**src/rtl/axi_lite_reg_pkg.sv**
```systemverilog
// axi_lite_reg_pkg: shared constants, word map and FSM states for the D-PHY RX register slave
package axi_lite_reg_pkg;
    localparam logic [1:0] RESP_OKAY   = 2'b00;
    localparam logic [1:0] RESP_SLVERR = 2'b10;
    localparam int NUM_CTRL   = 4;
    localparam int NUM_STATUS = 4;
    localparam logic [2:0] IDX_CTRL_FIRST   = 3'd0;
    localparam logic [2:0] IDX_STATUS_FIRST = 3'd4;

    typedef enum logic [1:0] {W_IDLE, W_WAIT, W_RESP} wr_state_t;
    typedef enum logic {R_IDLE, R_DATA} rd_state_t;

    function automatic logic is_status(input logic [2:0] idx);
        return idx >= IDX_STATUS_FIRST;
    endfunction
endpackage

```
**src/rtl/axi_lite_wr_ctrl.sv**
```systemverilog
// axi_lite_wr_ctrl: AW/W capture, write FSM and B response; emits a commit pulse for the register bank
module axi_lite_wr_ctrl
    import axi_lite_reg_pkg::*;
#(
    parameter int DW = 32
) (
    input  logic            i_clk,
    input  logic            i_rst,
    input  logic [2:0]      i_aw_idx,
    input  logic            i_awvalid,
    output logic            o_awready,
    input  logic [DW-1:0]   i_wdata,
    input  logic [DW/8-1:0] i_wstrb,
    input  logic            i_wvalid,
    output logic            o_wready,
    output logic [1:0]      o_bresp,
    output logic            o_bvalid,
    input  logic            i_bready,
    output logic            o_commit,
    output logic [2:0]      o_commit_idx,
    output logic [DW-1:0]   o_commit_data,
    output logic [DW/8-1:0] o_commit_strb
);
    wr_state_t       r_state;
    wr_state_t       w_next;
    logic            r_awready;
    logic            r_wready;
    logic            r_have_aw;
    logic            r_have_w;
    logic [2:0]      r_idx;
    logic [DW-1:0]   r_data;
    logic [DW/8-1:0] r_strb;
    logic [1:0]      r_bresp;
    logic            w_aw_hs;
    logic            w_w_hs;
    logic            w_have_aw;
    logic            w_have_w;

    assign w_aw_hs       = i_awvalid & r_awready;
    assign w_w_hs        = i_wvalid & r_wready;
    assign w_have_aw     = r_have_aw | w_aw_hs;
    assign w_have_w      = r_have_w | w_w_hs;
    assign o_commit      = (r_state != W_RESP) && w_have_aw && w_have_w;
    assign o_commit_idx  = w_aw_hs ? i_aw_idx : r_idx;
    assign o_commit_data = w_w_hs ? i_wdata : r_data;
    assign o_commit_strb = w_w_hs ? i_wstrb : r_strb;
    assign o_awready     = r_awready;
    assign o_wready      = r_wready;
    assign o_bvalid      = r_state == W_RESP;
    assign o_bresp       = r_bresp;

    // Next state: commit once both halves are present, otherwise park in W_WAIT with what arrived
    always_comb begin
        w_next = r_state;
        case (r_state)
            W_IDLE, W_WAIT: w_next = o_commit ? W_RESP : (w_have_aw || w_have_w) ? W_WAIT : r_state;
            W_RESP:         w_next = i_bready ? W_IDLE : W_RESP;
            default:        w_next = W_IDLE;
        endcase
    end

    // State register; READYs are registered so they rise on the first edge out of reset
    always_ff @(posedge i_clk) begin
        if (i_rst) begin
            r_state   <= W_IDLE;
            r_awready <= 1'b0;
            r_wready  <= 1'b0;
            r_have_aw <= 1'b0;
            r_have_w  <= 1'b0;
        end else begin
            r_state   <= w_next;
            r_awready <= (w_next == W_IDLE) || (w_next == W_WAIT && !w_have_aw);
            r_wready  <= (w_next == W_IDLE) || (w_next == W_WAIT && !w_have_w);
            r_have_aw <= (w_next == W_WAIT) && w_have_aw;
            r_have_w  <= (w_next == W_WAIT) && w_have_w;
        end
    end

    // Holding registers for a half-arrived write and the response code of the committed one
    always_ff @(posedge i_clk) begin
        if (i_rst) begin
            r_idx   <= '0;
            r_data  <= '0;
            r_strb  <= '0;
            r_bresp <= RESP_OKAY;
        end else begin
            if (w_aw_hs) r_idx <= i_aw_idx;
            if (w_w_hs) begin
                r_data <= i_wdata;
                r_strb <= i_wstrb;
            end
            if (o_commit) r_bresp <= is_status(o_commit_idx) ? RESP_SLVERR : RESP_OKAY;
        end
    end
endmodule

```
**src/rtl/axi_lite_reg_slave.sv**
```systemverilog
// axi_lite_reg_slave: AXI4-Lite register bank with four control and four status words
module axi_lite_reg_slave
    import axi_lite_reg_pkg::*;
#(
    parameter int           C_S_AXI_LITE_DATA_WIDTH = 32,
    parameter int           C_S_AXI_LITE_ADDR_WIDTH = 5,
    parameter logic [127:0] C_CTRL_RESET            = 128'h0
) (
    input  logic                                      S_AXI_LITE_ACLK,
    input  logic                                      S_AXI_LITE_ARESET,
    input  logic [C_S_AXI_LITE_ADDR_WIDTH-1:0]        S_AXI_LITE_AWADDR,
    input  logic [2:0]                                S_AXI_LITE_AWPROT,
    input  logic                                      S_AXI_LITE_AWVALID,
    output logic                                      S_AXI_LITE_AWREADY,
    input  logic [C_S_AXI_LITE_DATA_WIDTH-1:0]        S_AXI_LITE_WDATA,
    input  logic [C_S_AXI_LITE_DATA_WIDTH/8-1:0]      S_AXI_LITE_WSTRB,
    input  logic                                      S_AXI_LITE_WVALID,
    output logic                                      S_AXI_LITE_WREADY,
    output logic [1:0]                                S_AXI_LITE_BRESP,
    output logic                                      S_AXI_LITE_BVALID,
    input  logic                                      S_AXI_LITE_BREADY,
    input  logic [C_S_AXI_LITE_ADDR_WIDTH-1:0]        S_AXI_LITE_ARADDR,
    input  logic [2:0]                                S_AXI_LITE_ARPROT,
    input  logic                                      S_AXI_LITE_ARVALID,
    output logic                                      S_AXI_LITE_ARREADY,
    output logic [C_S_AXI_LITE_DATA_WIDTH-1:0]        S_AXI_LITE_RDATA,
    output logic [1:0]                                S_AXI_LITE_RRESP,
    output logic                                      S_AXI_LITE_RVALID,
    input  logic                                      S_AXI_LITE_RREADY,
    output logic [NUM_CTRL*C_S_AXI_LITE_DATA_WIDTH-1:0]   ctrl_regs,
    output logic [NUM_CTRL-1:0]                           ctrl_wr_strobe,
    input  logic [NUM_STATUS*C_S_AXI_LITE_DATA_WIDTH-1:0] status_in
);
    localparam int DW = C_S_AXI_LITE_DATA_WIDTH;
    localparam int AW = C_S_AXI_LITE_ADDR_WIDTH;

    logic [NUM_CTRL-1:0][DW-1:0]   r_ctrl;
    logic [NUM_CTRL-1:0]           r_strobe;
    logic [NUM_STATUS-1:0][DW-1:0] w_status;
    rd_state_t                     r_rstate;
    rd_state_t                     w_rnext;
    logic                          r_arready;
    logic [DW-1:0]                 r_rdata;
    logic [2:0]                    w_ar_idx;
    logic                          w_ar_hs;
    logic                          w_commit;
    logic [2:0]                    w_cidx;
    logic [DW-1:0]                 w_cdata;
    logic [DW/8-1:0]               w_cstrb;
    logic                          w_unused;

    assign w_status           = status_in;
    assign w_ar_idx           = S_AXI_LITE_ARADDR[AW-1:2];
    assign w_ar_hs            = S_AXI_LITE_ARVALID & r_arready;
    assign ctrl_regs          = r_ctrl;
    assign ctrl_wr_strobe     = r_strobe;
    assign S_AXI_LITE_ARREADY = r_arready;
    assign S_AXI_LITE_RDATA   = r_rdata;
    assign S_AXI_LITE_RRESP   = RESP_OKAY;
    assign S_AXI_LITE_RVALID  = r_rstate == R_DATA;
    assign w_unused           = ^{S_AXI_LITE_AWPROT, S_AXI_LITE_ARPROT,
                                  S_AXI_LITE_AWADDR[1:0], S_AXI_LITE_ARADDR[1:0]};

    axi_lite_wr_ctrl #(.DW(DW)) u_wr_ctrl (
        .i_clk         (S_AXI_LITE_ACLK),
        .i_rst         (S_AXI_LITE_ARESET),
        .i_aw_idx      (S_AXI_LITE_AWADDR[AW-1:2]),
        .i_awvalid     (S_AXI_LITE_AWVALID),
        .o_awready     (S_AXI_LITE_AWREADY),
        .i_wdata       (S_AXI_LITE_WDATA),
        .i_wstrb       (S_AXI_LITE_WSTRB),
        .i_wvalid      (S_AXI_LITE_WVALID),
        .o_wready      (S_AXI_LITE_WREADY),
        .o_bresp       (S_AXI_LITE_BRESP),
        .o_bvalid      (S_AXI_LITE_BVALID),
        .i_bready      (S_AXI_LITE_BREADY),
        .o_commit      (w_commit),
        .o_commit_idx  (w_cidx),
        .o_commit_data (w_cdata),
        .o_commit_strb (w_cstrb)
    );

    // Control bank: byte-masked update on commit, status indices leave it untouched
    always_ff @(posedge S_AXI_LITE_ACLK) begin
        if (S_AXI_LITE_ARESET) begin
            r_ctrl   <= C_CTRL_RESET;
            r_strobe <= '0;
        end else begin
            r_strobe <= (w_commit && !is_status(w_cidx)) ? {{(NUM_CTRL-1){1'b0}}, 1'b1} << w_cidx[1:0] : '0;
            if (w_commit && !is_status(w_cidx))
                for (int b = 0; b < DW/8; b++)
                    if (w_cstrb[b]) r_ctrl[w_cidx[1:0]][b*8 +: 8] <= w_cdata[b*8 +: 8];
        end
    end

    // Read next state: capture on AR handshake, hold the beat until RREADY
    always_comb begin
        w_rnext = r_rstate;
        case (r_rstate)
            R_IDLE:  w_rnext = w_ar_hs ? R_DATA : R_IDLE;
            R_DATA:  w_rnext = S_AXI_LITE_RREADY ? R_IDLE : R_DATA;
            default: w_rnext = R_IDLE;
        endcase
    end

    // Read state register with ARREADY registered from the next state
    always_ff @(posedge S_AXI_LITE_ACLK) begin
        if (S_AXI_LITE_ARESET) begin
            r_rstate  <= R_IDLE;
            r_arready <= 1'b0;
        end else begin
            r_rstate  <= w_rnext;
            r_arready <= w_rnext == R_IDLE;
        end
    end

    // Read data capture; a same-edge commit is not yet visible, so the old word is returned
    always_ff @(posedge S_AXI_LITE_ACLK) begin
        if (S_AXI_LITE_ARESET) r_rdata <= '0;
        else if (w_ar_hs) r_rdata <= is_status(w_ar_idx) ? w_status[w_ar_idx[1:0]] : r_ctrl[w_ar_idx[1:0]];
    end
endmodule

```
**config.mk**
```make
export PLATFORM = sky130hd
export DESIGN_NAME = axi_lite_reg_slave
export DESIGN_NICKNAME = d
export VERILOG_FILES = /design/src/rtl/axi_lite_reg_pkg.sv /design/src/rtl/axi_lite_wr_ctrl.sv /design/src/rtl/axi_lite_reg_slave.sv
export SDC_FILE = /design/constraint.sdc
export NUM_CORES = 1
export LEC_CHECK = 0
export ABC_AREA = 0
export BUFFER_PORTS_ARGS = -buffer_cell sky130_fd_sc_hd__clkbuf_2
export CELL_PAD_IN_SITES_DETAIL_PLACEMENT = 1
export CELL_PAD_IN_SITES_GLOBAL_PLACEMENT = 1
export CORE_ASPECT_RATIO = 1.2
export CORE_UTILIZATION = 42
export CTS_BUF_LIST = sky130_fd_sc_hd__clkbuf_8
export DETAILED_ROUTE_END_ITERATION = 6
export PLACE_DENSITY_LB_ADDON = 0.3
export SLEW_MARGIN = 20
export SYNTH_ARGS = -nofsm -noshare
export SYNTH_HDL_FRONTEND = slang
export SYNTH_SLANG_ARGS = --single-unit
```
**constraint.sdc**
```tcl
create_clock -name S_AXI_LITE_ACLK -period 4.27 [get_ports S_AXI_LITE_ACLK]
set_clock_uncertainty 0.1 [all_clocks]
set_input_delay 1.281 -clock S_AXI_LITE_ACLK [delete_from_list [all_inputs] [get_ports S_AXI_LITE_ACLK]]
set_output_delay 1.281 -clock S_AXI_LITE_ACLK [all_outputs]
set_load 0.005 [all_outputs]
```
==> results.cfg <==
[min_path]
holdCritStartpoint = ctrl_regs[64]
hold_path.class = reg -> reg
hold_depth = 2
hold_end = ctrl_regs[64]

[detailed_routing]
dr_total_vias = 8320
routedWlPerCell_um = 19.3
wirelength_um = 30600
drc_errors = 0
antenna_left = 0
vias_per_cell = 5.25
dr.first_iter.drc_count = 295
firstDrtPassIters = 4

[grt]
overflow = 0
grt_pass1_vias = 8656
grt_max_degree = 66
grt_usage = 0.250
antenna_found_initial = 2
grt_pass1_wl_um = 47600

[timing]
setup_tns_ps = 0
worst_pin_slew_ps = 1070
slew_headroom = 0.289
final_max_slew_viol_count = 0
holdWs_ps = 393
period_needed_ps = 3140
hold_viol = 0
period_share = 0.736
setup_viol = 0
rsz0062_at_grt = false
timing.fmax_mhz = 318

[clock_network]
root_buffer = clkbuf_8
cts_tree = yes
cts_made_buffers = 37
clk_latency_ps = 520
clk_pin_slew_worst_paths_ps = 60
clock_path_buffers = 3
clock_sinks = 212
ctsHoldBuffers = 0
postCtsSetupBuffers = 0
cts_resized = 0
htreeDepth = 2

[power_and_ir_drop]
ir_drop_uv = 177
p_leak_nw = 5.87
p_per_area_nw_per_um2 = 351

[cells_and_area]
drive_gt1_frac = 0.401
fillers = 2668
final_nets = 1428
multiInputGateArea_um2 = 5410
regArea_um2 = 4250
area.growth.synth_to_final_pct = 27.1

[logic_synthesis]
ys_seq_elements = 212
synthDistinctLibCells = 41
syn_area_um2 = 10100
avgSynthCellArea_um2 = 11.2
synthArstFlopShare = 0
yosysWarnings = 0
synth-main-ff-cell = dfxtp_1
ys_seq_area_frac = 0.419
synth-edff-count = 0
synthCells = 909

[die]
die_x_um = 144
io_pins = 360
core_um2 = 23400
initial_core_util = 0.433
die_height_um = 172
rows = 61
dieArea_um2 = 24800

[run_status]
status = complete, no violations

[critical_path]
worstSetupEndpointType = register
startpoint_type = input pin
path_max_fanout = 36
crit_arrival_ps = 3470
r2r-start = u_wr_ctrl.o_wready
cp.required_ps = 4590
r2r_cells = 4
rrSetupSlack_ps = 1650
r2r-end = ctrl_regs[5]
crit_type = in -> reg

[place]
place_congestion = 0.748
hpwlAfterDp_um = 21800
io_buffers = 346

[flow_run]
maxCapViolCount = 0
-- area by class of cell --
cell class	count	area share
repair buffers	363	0.149
multi-input cells	592	0.420
inverters	35	0.0102
diodes	3	0.000583
well taps	315	0.0306
clock inverters	19	0.0105
flip-flops and latches	212	0.329
clock buffers	47	0.0502
-- layout by cell type (no fill, tap or decap), drive strengths merged, types with 13 or more instances in the layout --
cell type / synthesis / final
nand3: 34 / 34
clkbuf: 35 / 390
nor4: 13 / 13
mux2i: 165 / 165
nor2: 46 / 46
a211oi: 34 / 34
inv: 35 / 45
mux4: 64 / 64
nand2b: 128 / 128
nand2: 40 / 40
buf: 37 / 20
a21o: 34 / 34
dfxtp: 212 / 212
-- cells in the mapped netlist (all sizes together), types with 2 or more instances --
cell type | count | area (um2)
a211oi | 34 | 255
a21o | 34 | 258
a21oi | 7 | 35.0
and2 | 2 | 15.0
buf | 37 | 229
clkbuf | 35 | 131
dfxtp | 212 | 4240
inv | 35 | 131
mux2i | 165 | 1670
mux4 | 64 | 1440
nand2 | 40 | 160
nand2b | 128 | 801
nand3 | 34 | 183
nand4b | 5 | 43.8
nor2 | 46 | 173
nor2b | 2 | 12.5
nor3 | 2 | 10.0
nor4 | 13 | 231
o21a | 2 | 15.0
or4 | 2 | 15.0
-- power by group --
part / internal [mW] / switching (mW) / total (mW) / leakage [nW]
clock network: 1.11 / 0.830 / 1.94 / 0.443
logic: 0.244 / 0.273 / 0.517 / 3.71
registers: 2.03 / 0.0309 / 2.06 / 1.72
total: 3.38 / 1.13 / 4.52 / 5.87
-- layer usage --
layer / track usage / vias up / share of wire
li1: - / 3901 / -
met1: 0.289 / 4113 / 0.39
met2: 0.455 / 251 / 0.53
met3: 0.0493 / 55 / 0.050
met4: 0.0916 / 0 / 0.028
met5: 0 / - / 0
-- how the worst max path moves through the flow --
stage / depth (start not counted) / slack (ps) / to / startpoint
global placement: 5 / 650 / ctrl_regs[40] / S_AXI_LITE_WVALID
CTS: 5 / 1110 / ctrl_regs[5] / S_AXI_LITE_WVALID
floorplan: 6 / 1480 / ctrl_regs[0] / S_AXI_LITE_AWVALID
global route: 5 / 1050 / ctrl_regs[5] / S_AXI_LITE_WVALID
finish: 5 / 1130 / ctrl_regs[5] / S_AXI_LITE_WVALID
detailed placement: 5 / 570 / ctrl_regs[5] / S_AXI_LITE_WVALID
-- sequential cells by signal, summed over array words and instances (netlist names), 2 cells and up --
name,count
ctrl_regs,128
S_AXI_LITE_RDATA,32
u_wr_ctrl.r_data,32
ctrl_wr_strobe,4
u_wr_ctrl.r_strb,4
u_wr_ctrl.r_idx,3
u_wr_ctrl.r_state,2
-- per-stage QoR --
stage,worst slack [ps],util,cell area (um2),std cells,power (mW)
after floorplan,1480,-,10100,911,2.44
after global placement,651,0.516,12100,1517,2.61
after detailed placement,575,0.516,12100,1517,2.63
after CTS,1110,0.550,12900,1583,4.59
after global routing,1050,0.550,12900,1585,4.72
final,1130,0.550,12900,1586,4.52
-- kinds of logic (layout without fill, tap and decap cells) --
family          Yosys count  count (layout)  synth area share
mux                     229             229             0.307
simple gates            279             279             0.166
flops                   212             212             0.419
other cells               1               6          0.000370
buf+inv                 107             464            0.0485
compound gates           81              81            0.0597
-- critical path, cell delays in order --
cell	delay (ps)
clkbuf_2	340
nand2_4	380
mux2i_2	360
nor4_4	790
mux2i_1	290
No activity file was read; power rests on OpenSTA's default activity.
